## src/rtl/rotate_left_seq.sv

```systemverilog
// Multi-cycle rotate-left unit: latches A/rotate on start and rotates one bit per clock.
// Optional ROTL_FAST_EN: rotate by 4 per clock while at least 4 positions remain.
module rotate_left_seq #(
    parameter int WIDTH = 32,
    parameter int CNT_W = 5
) (
    input  logic             clock,
    input  logic             clear_n,
    input  logic             start,
    input  logic [WIDTH-1:0] A,
    input  logic [CNT_W-1:0] rotate,
    output logic             busy,
    output logic             done,
    output logic [WIDTH-1:0] Result
);

    typedef enum logic [1:0] {IDLE, RUN, DONE} state_t;

    state_t           state, state_nx;
    logic [WIDTH-1:0] work, work_rot;
    logic [CNT_W-1:0] cnt, step;
    logic             accept, last;

    assign accept = start && (state != RUN);
    assign last   = (cnt == step);
    assign busy   = (state == RUN);
    assign done   = (state == DONE);

`ifdef ROTL_FAST_EN
    always_comb begin
        if (cnt >= CNT_W'(4)) begin
            step     = CNT_W'(4);
            work_rot = {work[WIDTH-5:0], work[WIDTH-1:WIDTH-4]};
        end else begin
            step     = CNT_W'(1);
            work_rot = {work[WIDTH-2:0], work[WIDTH-1]};
        end
    end
`else
    assign step     = CNT_W'(1);
    assign work_rot = {work[WIDTH-2:0], work[WIDTH-1]};
`endif

    always_comb begin
        state_nx = state;
        case (state)
            IDLE: if (start) state_nx = (rotate == '0) ? DONE : RUN;
            RUN:  if (last)  state_nx = DONE;
            DONE: begin
                if (start) state_nx = (rotate == '0) ? DONE : RUN;
                else       state_nx = IDLE;
            end
            default: state_nx = IDLE;
        endcase
    end

    always_ff @(posedge clock or negedge clear_n) begin
        if (!clear_n) state <= IDLE;
        else          state <= state_nx;
    end

    // Operand and remaining count; A/rotate are ignored outside the accepting edge.
    always_ff @(posedge clock or negedge clear_n) begin
        if (!clear_n) begin
            work <= '0;
            cnt  <= '0;
        end else if (accept) begin
            work <= A;
            cnt  <= rotate;
        end else if (state == RUN) begin
            work <= work_rot;
            cnt  <= cnt - step;
        end
    end

    always_ff @(posedge clock or negedge clear_n) begin
        if (!clear_n)
            Result <= '0;
        else if (accept && rotate == '0)
            Result <= A;
        else if (state == RUN && last)
            Result <= work_rot;
    end

endmodule

```

## config.mk

```make
export PLATFORM = sky130hd
export DESIGN_NAME = rotate_left_seq
export DESIGN_NICKNAME = d
export VERILOG_FILES = /design/src/rtl/rotate_left_seq.sv
export SDC_FILE = /design/constraint.sdc
export NUM_CORES = 1
export LEC_CHECK = 0
export ABC_AREA = 1
export CAP_MARGIN = 20
export CORE_MARGIN = 10
export CORE_UTILIZATION = 50
export CTS_CLUSTER_SIZE = 14
export DETAILED_ROUTE_END_ITERATION = 10
export HOLD_SLACK_MARGIN = 0.12
export PLACE_DENSITY = 0.78
export REMOVE_ABC_BUFFERS = 1
export SKIP_CTS_REPAIR_TIMING = 1
export SLEW_MARGIN = 40
export SYNTH_ARGS = -nofsm -noshare
export SYNTH_HDL_FRONTEND = slang
export SYNTH_SLANG_ARGS = --single-unit
```

## constraint.sdc

```tcl
create_clock -name clock -period 4.1 [get_ports clock]
set_clock_uncertainty 0.1 [all_clocks]
set_input_delay 0.82 -clock clock [delete_from_list [all_inputs] [get_ports clock]]
set_output_delay 0.82 -clock clock [all_outputs]
set_load 0.05 [all_outputs]
```

==> results.json, run 1 <==
{
  "status": "finished, final reports clean",
  "drc": 0,
  "nFillCells": 619,
  "clk_path_buf_depth": 2,
  "setup_viol": 0,
  "startpoint_type": "flip-flop",
  "slew_viol_final": 0,
  "synth_area_sq_mm": 0.00370,
  "relSlewSlack": 0.558,
  "pwr-share-seq": 0.339,
  "p_sw_frac": 0.475,
  "cp_slowest_stage_delay_ns": 0.81,
  "crit_arrival_ns": 2.03,
  "crit_path_end_kind": "output pin",
  "fin_crit_ns": 2.95,
  "dpl.hpwl_mm": 5.99,
  "wl_met3_um": 577,
  "antenna_found_initial": 0,
  "timing.final.crit_share": 0.720,
  "syn2layout_area_growth_pct": 24.0,
  "fmax_mhz": 339,
  "cpMaxStageDelayCell": "clkdlybuf4s50_1",
  "finalHoldViolCount": 0,
  "yosysSeqAreaShare": 0.480,
  "netSwitchingPower_mw": 1.73,
  "routed.top_layer": "met4",
  "cts_root_buf": "clkbuf_8",
  "power_mw": 3.65,
  "cp.required_ns": 3.18,
  "die_area_sq_mm": 0.0112,
  "drive_gt1_frac": 0.0501,
  "hold_slack_ns": 0.386,
  "grt_max_degree": 72,
  "drt_wl_total_mm": 9.43,
  "cp_cell_sequence": "inv_1 -> nand2_2 -> inv_2 -> clkdlybuf4s50_1",
  "wl_met1_mm": 4.23,
  "dr_wl_met2_mm": 4.51,
  "core-area_sq_mm": 0.00721,
  "ys_types": 22,
  "grt.total_usage": 0.171,
  "worst_skew_pair.late_latency_ns": 0.34,
  "vias": 3302,
  "avgViaCountPerCell": 5.34,
  "leakage_nw": 2.20,
  "ys_ff_latch": 71,
  "peakVddDrop_uv": 749,
  "drt_iter0_drc": 253,
  "hold_class": "in2async",
  "fin_setup_tns_ns": 0,
  "path_class": "reg2out",
  "grt_overflow_total": 0,
  "pin_count": 74,
  "ant_nets": 0,
  "p_clk_frac": 0.135,
  "port_buffers": 73,
  "die_w_um": 106,
  "rsz0062_at_grt": "false",
  "initial_core_util": 0.513,
  "place_congestion": 0.781,
  "clk_pin_slew_worst_paths_ns": 0.07,
  "dr.pass1.iters": 7,
  "grt_pass1_wl_mm": 16.2,
  "synth_warnings": 0,
  "p_int_mw": 1.92,
  "die_height_um": 106,
  "wl_per_cell_um": 15.3,
  "htreeDepth": 3,
  "rows": 31,
  "worstMarginPinSlew_ns": 0.664,
  "avgSynthCellArea_sq_um": 8.09,
  "combPwrFrac": 0.525,
  "nets": 558,
  "cts-buffers-inserted": 9,
  "maxCapViolations": 0,
  "grt_pass1_vias": 3345,
  "crit_fanout": 23,
  "postSynthCellCount": 458,
  "diodes": 0,
  "clock_sinks": 71,
  "cts_tree": "built",
  "power.density_mw_per_mm2": 795
}
==> worst max-delay path: cells and delay by family, from the launching register on <==
family / cells / cell delay, ns
and+or+nand+nor: 1 / 0.30
buffers and inverters: 3 / 1.03
DFF: 1 / 0.36
==> layout make-up <==
| class | count | area, sq um | area share |
|---|---|---|---|
| Clock buffer | 13 | 159 | 0.0346 |
| Clock inverter | 1 | 5.00 | 0.00109 |
| Inverter | 34 | 128 | 0.0278 |
| Multi-Input combinational cell | 321 | 1620 | 0.354 |
| Sequential cell | 71 | 1780 | 0.387 |
| Tap cell | 99 | 124 | 0.0270 |
| Timing Repair Buffer | 79 | 777 | 0.169 |
==> synth_stat cells (all sizes together) <==
cell type | count | area share
buf | 29 | 0.044
o31ai | 1 | 0.0020
nand2 | 174 | 0.18
dfrtp | 71 | 0.48
clkbuf | 3 | 0.0030
o21ai | 2 | 0.0027
nand3b | 32 | 0.065
nor2 | 5 | 0.014
o211ai | 18 | 0.036
ha | 2 | 0.0068
nand3 | 71 | 0.096
o22ai | 1 | 0.0017
xor2 | 3 | 0.0071
o221ai | 12 | 0.028
inv | 34 | 0.034
==> power groups by stage <==
stage | combinational (mW) | sequential (mW) | clock [mW]
after global routing | 2.09 | 1.28 | 0.530
after detailed placement | 1.92 | 1.25 | 0
after global placement | 1.89 | 1.24 | 0
final | 1.92 | 1.24 | 0.494
after CTS | 1.93 | 1.24 | 0.503
after floorplan | 0.753 | 1.76 | 0
==> state kept, by name, indices dropped and copies added, names as in the netlist <==
name / flops
cnt: 5
Result: 32
state: 2
work: 32
==> final timing paths <==
check	startpoint	endpoint	slack (ns)	cells after the start
setup / recovery	state[1]$_DFFE_PN0P_	busy	1.15	4
hold / removal	clear_n	Result[15]$_DFFE_PN0P_	0.39	1
setup reg to reg	state[0]$_DFFE_PN0P_	Result[7]$_DFFE_PN0P_	1.40	8
hold reg to reg	Result[11]$_DFFE_PN0P_	Result[11]$_DFFE_PN0P_	0.40	2
max in group asynchronous	clear_n	work[19]$_DFFE_PN0P_	3.08	1
min in group clock	Result[11]$_DFFE_PN0P_	Result[11]$_DFFE_PN0P_	0.40	2
==> metal layers <==
metal	up-vias	global-route usage
met4	0	0.0609
met1	1577	0.226
li1	1613	-
met5	-	0
met2	101	0.265
met3	11	0.0435
==> layout by cell type (no fill, tap or decap), types with 2 or more instances in the layout <==
cell type,instances
ha_1,2
inv_1,32
xor2_1,3
clkbuf_8,11
nor2_1,2
buf_4,6
nand3_1,71
inv_2,2
o221ai_1,12
nor2_4,2
clkbuf_1,2
nand3b_1,32
nand2_1,172
o211ai_1,18
o21ai_0,2
dfrtp_1,71
clkdlybuf4s50_1,72
==> metrics by stage <==
step,std cells,area [sq um],setup WS [ns],utilization
after global routing,618,4590,1.02,0.637
after CTS,618,4590,1.14,0.637
after floorplan,426,3530,1.59,-
after detailed placement,604,4430,1.16,0.614
after global placement,604,4430,1.28,0.613
final,618,4590,1.15,0.637
==> kinds of logic after synthesis <==
kind of cell,share of synthesized area
simple gates,0.353
flops,0.480
buf+inv,0.0818
fa+ha+maj,0.00676
compound gates,0.0713
xor+xnor,0.00710
Power figures use the tool's default switching activity.
==> run 2: changes to the inputs <==
==> constraint.sdc (replaced) <==
create_clock -name clock -period 3 [get_ports clock]
set_clock_uncertainty 0.1 [all_clocks]
set_input_delay 0.6 -clock clock [delete_from_list [all_inputs] [get_ports clock]]
set_output_delay 0.6 -clock clock [all_outputs]
set_load 0.05 [all_outputs]
==> results.json, run 2 (same netlist as run 1, synthesis figures left out) <==
{
  "avgViaCountPerCell": 5.37,
  "rows": 31,
  "slew_viol_final": 0,
  "clk_pin_slew_worst_paths_ns": 0.08,
  "power_mw": 5.12,
  "nets": 560,
  "top_usage_layer": "met2",
  "pin_count": 74,
  "die_area_sq_mm": 0.0112,
  "timing.final.crit_share": 0.790,
  "placed_cell_area_sq_mm": 0.00447,
  "fmax_mhz": 422,
  "wl_per_cell_um": 15.2,
  "leakage_nw": 2.23,
  "grt.total_usage": 0.169,
  "syn2layout_area_growth_pct": 25.7,
  "vias": 3339,
  "drc": 0,
  "peakVddDrop_uv": 712,
  "cp_cell_sequence": "nor2_1 -> clkdlybuf4s50_1",
  "startpoint_type": "flip-flop",
  "r2r_start": "state[1]$_DFFE_PN0P_",
  "grtUsageMet1": 0.212,
  "clk_path_buf_depth": 2,
  "die_height_um": 106,
  "antenna_found_initial": 0,
  "rsz0062_at_grt": "false",
  "most-common-layout-cells": "nand2_1, dfrtp_1, nand3_1, clkdlybuf4s50_1",
  "cpMaxStageDelayCell": "clkdlybuf4s50_1",
  "cts-buffers-inserted": 9,
  "core-area_sq_mm": 0.00721,
  "worst_skew_pair.late_latency_ns": 0.33,
  "grt_pass1_wl_mm": 16.0,
  "crit_arrival_ns": 1.67,
  "path_class": "reg2out",
  "power.density_mw_per_mm2": 1100,
  "fin_setup_tns_ns": 0,
  "drive_gt1_frac": 0.0593,
  "initial_core_util": 0.513,
  "cts_root_buf": "clkbuf_8",
  "crit_start": "state[0]$_DFFE_PN0P_",
  "cp.required_ns": 2.30,
  "dr.pass1.iters": 6,
  "setup_viol": 0,
  "maxCapViolations": 0,
  "grt_overflow_total": 0,
  "dpl.hpwl_mm": 6.10,
  "die_w_um": 106,
  "crit_fanout": 3,
  "worstMarginPinSlew_ns": 0.651,
  "finalHoldViolCount": 0,
  "drt_iter0_drc": 249,
  "top_regs": "Result (32), work (32), cnt (5)",
  "mostFrequentLayoutCell": "nand2_1",
  "place_congestion": 0.783,
  "htreeDepth": 3,
  "status": "finished, final reports clean",
  "use_met2": 0.279,
  "gr-usage-met3": 0.0411,
  "fin_crit_ns": 2.37,
  "hold_class": "in2async",
  "ant_nets": 0,
  "crit_path_end_kind": "output pin",
  "clock_sinks": 71,
  "port_buffers": 73,
  "cts_tree": "built",
  "drt_wl_total_mm": 9.43,
  "grt_max_degree": 72,
  "relSlewSlack": 0.566,
  "grt_pass1_vias": 3321,
  "design_area_sq_mm": 0.00466,
  "diodes": 0,
  "cp_slowest_stage_delay_ns": 0.82
}
## run 2: cell types whose count changed in the layout (fill, tap and decap cells not counted), sizes merged
cell,previous run,this run
clkinv,1,3
bufinv,0,1
clkbuf,13,12
buf,7,10
clkdlybuf4s50,72,71
## run 2: final cells by class
class / count / area, sq um
timing repair buffer: 81 / 815
clock inverter: 4 / 45.0
clock buffer: 12 / 145
multi-input combinational: 321 / 1620
sequential: 71 / 1780
inverter: 34 / 128
fill: 655 / 2560
tap: 99 / 124
## run 2: layer usage
metal / vias up / wire [um]
met5: - / 0
met3: 8 / 630
met2: 106 / 4530
met4: 0 / 89
met1: 1607 / 4180
li1: 1618 / -
## run 2: power breakdown
part | switching [mW] | internal (mW)
logic | 1.78 | 0.902
registers | 0.268 | 1.42
clock network | 0.346 | 0.404
total | 2.39 | 2.73
## run 2: worst paths after layout
path / to / slack, ns / cells past startpoint
worst min register to register: Result[30]$_DFFE_PN0P_ / 0.41 / 2
worst min-delay path: Result[15]$_DFFE_PN0P_ / 0.16 / 1
worst max-delay path: done / 0.63 / 2
worst max register to register: Result[6]$_DFFE_PN0P_ / 0.87 / 7
max in group asynchronous: Result[7]$_DFFE_PN0P_ / 2.17 / 1
min in group clock: Result[30]$_DFFE_PN0P_ / 0.41 / 2
## run 2: through the flow
step                utilization  cells  hold slack [ns]  worst slack, ns
global route              0.646    622            0.207            0.558
floorplan                     -    426            0.204            0.487
finish                    0.646    622            0.162            0.631
CTS                       0.646    622            0.187            0.613
global placement          0.619    606            0.389            0.502
detailed placement        0.619    606            0.394            0.459
## run 2: worst max-delay path: cells and delay by family (launching register included)
family / cells / cell delay, ns
flip-flops: 1 / 0.40
AND/OR/NAND/NOR: 1 / 0.12
buffers and inverters: 1 / 0.82
==> run 3: changes to the inputs <==
==> constraint.sdc (replaced) <==
create_clock -name clock -period 2.4 [get_ports clock]
set_clock_uncertainty 0.1 [all_clocks]
set_input_delay 0.48 -clock clock [delete_from_list [all_inputs] [get_ports clock]]
set_output_delay 0.48 -clock clock [all_outputs]
set_load 0.05 [all_outputs]
==> results.json, run 3 (same netlist as run 1, synthesis figures left out) <==
{
  "status": "finished, final reports clean",
  "drc": 0,
  "worst_skew_pair.late_latency_ns": 0.34,
  "dpl.hpwl_mm": 6.42,
  "clk_path_buf_depth": 2,
  "rows": 31,
  "placed_cell_area_sq_mm": 0.00454,
  "htreeDepth": 3,
  "crit_path_end_kind": "output pin",
  "nets": 566,
  "cts_tree": "built",
  "clk_pin_slew_worst_paths_ns": 0.07,
  "place_congestion": 0.787,
  "port_buffers": 73,
  "path_class": "reg2out",
  "avgViaCountPerCell": 5.39,
  "cp.required_ns": 1.82,
  "die_height_um": 106,
  "top_regs": "Result (32), work (32), cnt (5)",
  "mostFrequentLayoutCell": "nand2_1",
  "crit_arrival_ns": 1.69,
  "maxCapViolations": 0,
  "power.density_mw_per_mm2": 1350,
  "syn2layout_area_growth_pct": 26.9,
  "vias": 3366,
  "setup_viol": 0,
  "antenna_found_initial": 0,
  "peakVddDrop_uv": 809,
  "die_area_sq_mm": 0.0112,
  "design_area_sq_mm": 0.00470,
  "wl_per_cell_um": 15.5,
  "fin_crit_ns": 2.27,
  "power_mw": 6.34,
  "timing.final.crit_share": 0.946,
  "grt_pass1_wl_mm": 16.5,
  "dr.pass1.iters": 5,
  "finalHoldViolCount": 0,
  "drt_iter0_drc": 250,
  "cts_root_buf": "clkbuf_8",
  "grt.total_usage": 0.175,
  "most-common-layout-cells": "nand2_1, dfrtp_1, nand3_1, clkdlybuf4s50_1",
  "holdPathStages": 2,
  "hold_class": "reg2reg",
  "relSlewSlack": 0.627,
  "die_w_um": 106,
  "worstMarginPinSlew_ns": 0.560,
  "leakage_nw": 2.26,
  "clock_sinks": 71,
  "reg2reg_depth": 8,
  "initial_core_util": 0.513,
  "slew_viol_final": 0,
  "crit_fanout": 3,
  "rrSetupSlack_ns": 0.55,
  "grt_overflow_total": 0,
  "drt_wl_total_mm": 9.69,
  "drive_gt1_frac": 0.0646,
  "grt_pass1_vias": 3395,
  "ant_nets": 0,
  "cts-buffers-inserted": 9,
  "pin_count": 74,
  "diodes": 0,
  "startpoint_type": "flip-flop",
  "rsz0062_at_grt": "false",
  "fmax_mhz": 440,
  "grt_max_degree": 52,
  "core-area_sq_mm": 0.00721
}
## run 3: changes by cell type in the layout (fill, tap and decap cells not counted), sizes merged
| cell | delta |
|---|---|
| bufinv | -1 |
| clkbuf | -1 |
| dlygate4sd3 | +1 |
| clkinv | -1 |
| buf | +5 |
## run 3: final timing paths
kind                                         from                     end
max in group asynchronous                 clear_n  Result[17]$_DFFE_PN0P_
min in group asynchronous                 clear_n  Result[13]$_DFFE_PN0P_
max reg2reg                    cnt[1]$_DFFE_PN0P_   Result[8]$_DFFE_PN0P_
max                          state[0]$_DFFE_PN0P_                    done
min                        Result[30]$_DFFE_PN0P_  Result[30]$_DFFE_PN0P_
min reg2reg                Result[30]$_DFFE_PN0P_  Result[30]$_DFFE_PN0P_
## run 3: final cells by class
| cell class | count | area [sq um] |
|---|---|---|
| well taps | 99 | 124 |
| repair buffers | 87 | 896 |
| clock inverters | 2 | 10.0 |
| fillers | 644 | 2510 |
| clock buffers | 11 | 141 |
| inverters | 34 | 128 |
| multi-input cells | 321 | 1620 |
| flip-flops and latches | 71 | 1780 |
## run 3: worst max-delay path, cell delays in order (launching register included)
cell	delay, ns
dfrtp_1	0.41
nor2_1	0.13
clkdlybuf4s50_1	0.81
## run 3: metrics by stage
stage          instances  utilization  hold slack [ns]  setup TNS [ns]  worst slack (ns)
2_1_floorplan        426            -           0.0844           -3.63            -0.113
3_3_place_gp         611        0.629            0.389               0             0.315
3_5_place_dp         611        0.629            0.394               0             0.288
4_1_cts              624        0.650           0.0318               0             0.105
5_1_grt              625        0.651            0.431               0            0.0642
6_report             625        0.651            0.405               0             0.128
## run 3: layer usage
metal	part of all wire	routed length, um	track usage	vias up
li1	-	-	-	1631
met1	0.45	4330	0.227	1603
met2	0.47	4530	0.277	122
met3	0.076	740	0.0525	10
met4	0.010	101	0.0493	0
met5	0	0	0	-
## run 3: power by group
part,switching [mW],total (mW),internal [mW]
sequential,0.334,2.11,1.78
combinational,2.24,3.41,1.17
clock,0.434,0.817,0.384
